===== src/rtl/riscv_fetch.sv =====
// Instruction fetch stage: owns the PC, issues one word read at a time, buffers
// up to two fetched words for decode and flushes on downstream redirects.
module riscv_fetch #(
  parameter logic [31:0] RESET_PC = 32'h0000_0000
) (
  input  logic        clk,
  input  logic        rst,
  output logic        mem_rd_w,
  output logic [31:0] fetch_pc_w,
  input  logic        mem_accept_w,
  input  logic        mem_valid_w,
  input  logic [31:0] mem_data_w,
  input  logic        mem_error_w,
  input  logic        branch_request_w,
  input  logic [31:0] branch_pc_w,
  output logic        if_valid_w,
  output logic [31:0] if_opcode_w,
  output logic [31:0] if_pc_w,
  output logic        if_fault_w,
  input  logic        fetch_accept_w,
  output logic [1:0]  dbg_state_w
);

  // Handshakes: a memory request transfers on an edge where mem_rd_w & mem_accept_w;
  // a buffered instruction transfers to decode on an edge where if_valid_w & fetch_accept_w.
  typedef enum logic [1:0] {
    ST_RESET = 2'd0,
    ST_FETCH = 2'd1,
    ST_WAIT  = 2'd2,
    ST_DROP  = 2'd3
  } state_t;

  state_t      state_q, state_d;
  logic [31:0] pc_q, pc_d;
  logic [31:0] pend_pc_q, pend_pc_d;
  logic [31:0] buf_pc_q [2];
  logic [31:0] buf_pc_d [2];
  logic [31:0] buf_op_q [2];
  logic [31:0] buf_op_d [2];
  logic        buf_fault_q [2];
  logic        buf_fault_d [2];
  logic        rd_ptr_q, rd_ptr_d;
  logic        wr_ptr_q, wr_ptr_d;
  logic [1:0]  count_q, count_d;

  logic redirect;
  logic push;
  logic pop;

  assign fetch_pc_w  = pc_q;
  assign dbg_state_w = state_q;
  assign if_valid_w  = (count_q != 2'd0);
  assign if_opcode_w = if_valid_w ? buf_op_q[rd_ptr_q] : 32'h0;
  assign if_pc_w     = if_valid_w ? buf_pc_q[rd_ptr_q] : 32'h0;
  assign if_fault_w  = if_valid_w ? buf_fault_q[rd_ptr_q] : 1'b0;

  always_comb begin
    state_d     = state_q;
    pc_d        = pc_q;
    pend_pc_d   = pend_pc_q;
    buf_pc_d    = buf_pc_q;
    buf_op_d    = buf_op_q;
    buf_fault_d = buf_fault_q;
    rd_ptr_d    = rd_ptr_q;
    wr_ptr_d    = wr_ptr_q;
    count_d     = count_q;

    redirect = branch_request_w && (state_q != ST_RESET);
    mem_rd_w = (state_q == ST_FETCH) && (count_q != 2'd2) && !branch_request_w;
    push     = (state_q == ST_WAIT) && mem_valid_w && !redirect;
    pop      = if_valid_w && fetch_accept_w && !redirect;

    case (state_q)
      ST_RESET: state_d = ST_FETCH;
      ST_FETCH: begin
        if (mem_rd_w && mem_accept_w) begin
          pend_pc_d = pc_q;
          pc_d      = pc_q + 32'd4;
          state_d   = ST_WAIT;
        end
      end
      ST_WAIT:  if (mem_valid_w) state_d = ST_FETCH;
      // A response consumed here is the one being discarded, even alongside a new redirect.
      ST_DROP:  if (mem_valid_w) state_d = ST_FETCH;
      default:  state_d = ST_RESET;
    endcase

    if (push) begin
      buf_pc_d[wr_ptr_q]    = pend_pc_q;
      buf_op_d[wr_ptr_q]    = mem_error_w ? 32'h0 : mem_data_w;
      buf_fault_d[wr_ptr_q] = mem_error_w;
      wr_ptr_d              = ~wr_ptr_q;
    end
    if (pop) rd_ptr_d = ~rd_ptr_q;
    case ({push, pop})
      2'b10:   count_d = count_q + 2'd1;
      2'b01:   count_d = count_q - 2'd1;
      default: count_d = count_q;
    endcase

    if (redirect) begin
      pc_d     = branch_pc_w & 32'hFFFF_FFFC;
      rd_ptr_d = 1'b0;
      wr_ptr_d = 1'b0;
      count_d  = 2'd0;
      if (state_q == ST_WAIT && !mem_valid_w) state_d = ST_DROP;
    end
  end

  always_ff @(posedge clk or negedge rst) begin
    if (!rst) begin
      state_q     <= ST_RESET;
      pc_q        <= RESET_PC;
      pend_pc_q   <= 32'h0;
      buf_pc_q    <= '{default: '0};
      buf_op_q    <= '{default: '0};
      buf_fault_q <= '{default: 1'b0};
      rd_ptr_q    <= 1'b0;
      wr_ptr_q    <= 1'b0;
      count_q     <= 2'd0;
    end else begin
      state_q     <= state_d;
      pc_q        <= pc_d;
      pend_pc_q   <= pend_pc_d;
      buf_pc_q    <= buf_pc_d;
      buf_op_q    <= buf_op_d;
      buf_fault_q <= buf_fault_d;
      rd_ptr_q    <= rd_ptr_d;
      wr_ptr_q    <= wr_ptr_d;
      count_q     <= count_d;
    end
  end

endmodule


===== config.mk =====
export PLATFORM = sky130hd
export DESIGN_NAME = riscv_fetch
export DESIGN_NICKNAME = d
export VERILOG_FILES = /design/src/rtl/riscv_fetch.sv
export SDC_FILE = /design/constraint.sdc
export NUM_CORES = 1
export LEC_CHECK = 0
export ABC_CLOCK_PERIOD_IN_PS = 4500
export BUFFER_PORTS_ARGS = -buffer_cell sky130_fd_sc_hd__clkbuf_2
export CORE_MARGIN = 5
export CORE_UTILIZATION = 35
export CTS_BUF_LIST = sky130_fd_sc_hd__clkbuf_4 sky130_fd_sc_hd__clkbuf_8 sky130_fd_sc_hd__clkbuf_16
export DETAILED_ROUTE_END_ITERATION = 10
export GPL_TIMING_DRIVEN = 0
export PLACE_DENSITY_LB_ADDON = 0.05
export RECOVER_POWER = 25
export SYNTH_ARGS = -nofsm -noshare
export SYNTH_HDL_FRONTEND = slang
export SYNTH_SLANG_ARGS = --single-unit

===== constraint.sdc =====
create_clock -name clk -period 4.5 [get_ports clk]
set_clock_uncertainty 0.1 [all_clocks]
set_input_delay 0.225 -clock clk [delete_from_list [all_inputs] [get_ports clk]]
set_output_delay 0.225 -clock clk [all_outputs]
set_load 0.1 [all_outputs]

======== Word-level counts from Yosys, hierarchy flattened ========
Cells that the tools add are included.
W data, S select, Z words.
storage, ports and cells
  bits in registers ....................... 200
  output and inout bits ................... 101
  logic and storage cells ................. 86
operators by class
  $add $sub $neg .......................... 3
  magnitude comparators ................... 3
  equal/unequal tests ..................... 6
  multiplexer cells ....................... 34
  bitwise logic cells ..................... 4
  reductions and logical operators ........ 24
operators by type and width
  operator                 count
  $mux W32                 13
  $bwmux W64               2
  $add A32 B3 Y32 const B  1
  $demux W32 S1            1
  $reduce_bool A2 Y1       6
  $logic_and A1 B1 Y1      10
  $mux W2                  5
  $mux W1                  9
  $eq A2 B2 Y1 const B     3
  $pmux W2 S3              1
  $eq A2 B1 Y1 const B     2
  $ge A2 B2 Y1 const B     2
  $not A1 Y2               2
  $pmux W2 S2              1
  $reduce_and A2 Y1        2
  $logic_not A1 Y1         3
  $reduce_bool A3 Y1       1
  $add A2 B1 Y2 const B    1
  $bwmux W2                1
  $logic_not A2 Y1         1
  $lt A2 B1 Y1 const B     1
  $ne A2 B2 Y1 const B     1
  $not A1 Y1               2
  $reduce_or A2 Y1         1
  other kinds (2)          2

======== Logic depth before layout (Yosys ltp) ========
  depth in word-level cells ............... 8
  mapped depth ............................ 7

======== Worst setup path before layout ========
OpenSTA, ideal clock, no wires.
  kind .................................... reg2out
  start point ............................. register rd_ptr_q
  end point ............................... output port if_opcode_w[20]
  arrival ................................. 2.517 ns
  data required time ...................... 4.175 ns
  setup slack ............................. 1.658 ns
  cell stages (with the launch flop) ...... 5
  buffers on the path ..................... 2
  cell sequence ........................... dfrtp_1 -> clkbuf_1 -> buf_1 -> mux2i_1 -> nor2_1
between the ends
  longest elaborated chain between the ends .. 5
RTL lines
  what                                          line  source
  start, declared                               42    logic rd_ptr_q, rd_ptr_d;
  start signal, assigned                        128   rd_ptr_q <= rd_ptr_d;
  $not A1 Y2 (implied by the code)              53    assign if_opcode_w = if_valid_w ? buf_op_q[rd_ptr_q] : 32'h0;
  $mux W32 (implied by the code) (3 in series)  53
  $mux W32                                      53
  end, declared                                 17    output logic [31:0] if_opcode_w,
Every way passes these cells. The select of a mux whose other input is x is not followed.

======== Worst setup path in the final report ========
  start point ............................. register rd_ptr_q
  end point ............................... output port if_pc_w[20]
between the ends
  longest elaborated chain between the ends .. 5
RTL lines
  what                                          line  source
  $not A1 Y2 (implied by the code)              54    assign if_pc_w = if_valid_w ? buf_pc_q[rd_ptr_q] : 32'h0;
  $mux W32 (implied by the code) (3 in series)  54
  $mux W32                                      54
  end, declared                                 18    output logic [31:0] if_pc_w,
Every way passes these cells. The select of a mux whose other input is x is not followed.

==> metrics.txt <==
status finished with violations; failing checks capacitance limit, slew limit; Synth area leader dfrtp_1; Final min period 3.18 ns; drt first pass iters 5; WHS 0.0255 ns; core area 25,100 µm²; final instance area 11,300 µm²; fraction of registers with async set/reset 100%; RSZ-0062 raised after global routing no; Net Sw Power 1.60 mW; fill cell count 2,523; Final #Nets 1,198; H-Tree Level Count 4; CTS root buf clkbuf_16; postcts setup bufs 0; top cells by area, synth dfrtp_1 54%, nand2_1 7.8%, mux2_2 7.6%; first-pass GRT wire length 41,500 µm; largest net degree at the start of global routing 86; Final Hold Vio Count 0; DRC viols 0; Seq/Total Area, Yosys 54.1%; crit-path max FO 10; Clock Latency Late Sink 0.43 ns; post-placement setup slack 1.72 ns; n_diodes 0; share of total power in the clock network 33.2%; CTS tree yes; top_reg_cell synth dfrtp_1; vias in the first global route 7,350; setup tns final 0 ns; antenna violations before repair 0; Comb pwr share 20.3%; share of layout cells above drive strength 1 24.1%; FF-to-FF setup slack 1.85 ns; Cell Int Power 3.04 mW; share of the synthesized area in the top cell type 54.1%; Final ANT Viol Nets 0; Initial Util 35.4%; crit path DAT 2.85 ns; Die Ht 169 µm; Sw Ratio 34.5%; DIE WIDTH 169 µm; dpl cell area 10,200 µm²; Post-synth EDFFs 0; final setup fails 0; clk sinks 192; Ys Warns 0; PortBufs 165; mux contribution to synthesized area 14.7%; Synth Area in XOR/XNOR 1.58%; main combinational cell family by area after synthesis simple AND/OR/NAND/NOR gates; Post-CTS Resized 0; part of the power in registers 46.5%; Routed wire per std cell 17.5 µm; RePlAce Congestion 0.893; Peak VDD IR 0.000248 V; max_slew headroom -29.2%; Row Count 58; max cap viols 1; total vias in the final route 7,078; post-synthesis simple-gate area fraction 18.2%; fmax 0.315 GHz; Detailed Route WL 25,800 µm; Worst Setup Path Type reg -> out; Setup crit end kind primary output; Startpoint Class flop; global route overflow 0; Iter 0 DRT Violations 464; Clock Pin Slew Worst Setup and Hold Paths 0.07 ns; Adder-Cell Fraction of Synth Area 0.141%; most frequent cell after synthesis dfrtp_1; critical path required time 4.18 ns; synth cell count leaders 192 x dfrtp_1, 184 x nand2_1, 86 x o21ai_0, 79 x nor2_1, 63 x mux2i_1; Hold Path Class in -> reg; synthesized area 8880 µm²; Final Max Slew Viols 29; Mapped Cells 880; Tcrit/Tclk final 70.6%; total die area 28,700 µm²; Cell Pwr Density 409 nW/µm²; total CTS buffers 17; DP HPWL 18,500 µm; Vias/cell 4.82; GRT Total Usage 18.2%; worst-margin pin slew 1.94 ns; worst setup margin 1.32 ns; FF+latch count, synth 192; Bufs on Longest Clock Path 2; Area Growth Syn to Fin 27.8%; Cell variety after synth 52; synthesized area per cell 10.1 µm²; Pleak 5.21 nW; Synth Area in Compound Gates 8.09%; # IOs 172
-- sequential cells by signal, summed over array words and instances, names as in the netlist --
signal	cells
dbg_state_w	2
pend_pc_q	30
buf_pc_q	60
buf_op_q	64
wr_ptr_q	1
fetch_pc_w	30
rd_ptr_q	1
count_q	2
buf_fault_q	2
-- worst max-delay path: stages (launching register included) --
cell	delay (ns)
dfrtp_1	0.32
clkbuf_1	0.51
clkbuf_1	0.70
mux2i_1	0.16
nor2_1	0.23
clkbuf_2	0.51
-- cell type report --
class,instances,area (µm²),share of cell area [%]
multi-input combinational,623,3810,33.6
sequential,192,4800,42.3
clock buffer,17,425,3.75
tap,330,413,3.64
buffer,58,240,2.12
timing repair buffer,224,1450,12.8
clock inverter,15,168,1.48
inverter,10,37.5,0.331
-- cell families after synthesis --
group / count (synthesis)
multiplexers: 123
other: 1
XOR/XNOR: 16
flip-flops: 192
buffers and inverters: 68
AO/OA/AOI/OAI: 125
adder cells (fa/ha/maj): 1
AND/OR/NAND/NOR: 354
-- stage by stage --
step | power (mW) | utilization [%] | instances
floorplan | 2.82 | - | 883
global placement | 3.10 | 40.3 | 1378
detailed placement | 3.11 | 40.6 | 1380
CTS | 4.70 | 45.2 | 1469
global route | 4.88 | 45.2 | 1469
finish | 4.65 | 45.2 | 1469
-- metal layers --
layer	global-route usage [%]	vias up	part of all wire (%)	wire (µm)
met3	2.75	22	4.2	1090
li1	-	3478	-	-
met4	4.03	0	1.3	340
met2	28.6	180	45	11600
met1	26.9	3398	49	12700
met5	0	-	0	0
-- worst paths after layout --
| check | from | to | depth (start not counted) |
|---|---|---|---|
| max | rd_ptr_q$_DFFE_PN0P_ | if_pc_w[20] | 5 |
| min | mem_data_w[0] | buf_op_q[0]$_DFFE_PN0P_ | 3 |
| max reg2reg | dbg_state_w[0]$_DFF_PN0_ | buf_op_q[46]$_DFFE_PN0P_ | 7 |
| min reg2reg | buf_op_q[63]$_DFFE_PN0P_ | buf_op_q[63]$_DFFE_PN0P_ | 2 |
| max in group asynchronous | rst | buf_pc_q[25]$_DFFE_PN0P_ | 3 |
| min in group asynchronous | rst | buf_op_q[11]$_DFFE_PN0P_ | 2 |
-- layout by cell type, fill, tap and decap left out, drive strengths merged, types with 16 or more instances in the layout --
cell | netlist | layout
buf | 14 | 16
clkbuf | 44 | 226
dfrtp | 192 | 192
dlygate4sd3 | 0 | 57
inv | 10 | 18
mux2 | 60 | 60
mux2i | 63 | 63
nand2 | 184 | 184
nand2b | 34 | 34
nor2 | 79 | 79
o21ai | 93 | 93
-- timing repair --
item / 4_1_cts / 5_1_grt
hold buffers: 57 / 0
endpoints found under the hold margin: 214 / 0
setup endpoints to repair: 0 / 0
-- power by group through the flow --
stage / Combinational, mW / Sequential, mW / Clock (mW)
5_1_grt: 1.03 / 2.20 / 1.65
4_1_cts: 0.960 / 2.16 / 1.58
6_report: 0.945 / 2.16 / 1.54
3_5_place_dp: 0.918 / 2.19 / 0
3_3_place_gp: 0.905 / 2.19 / 0
2_1_floorplan: 0.388 / 2.43 / 0
(Power assumes the default switching activity.)
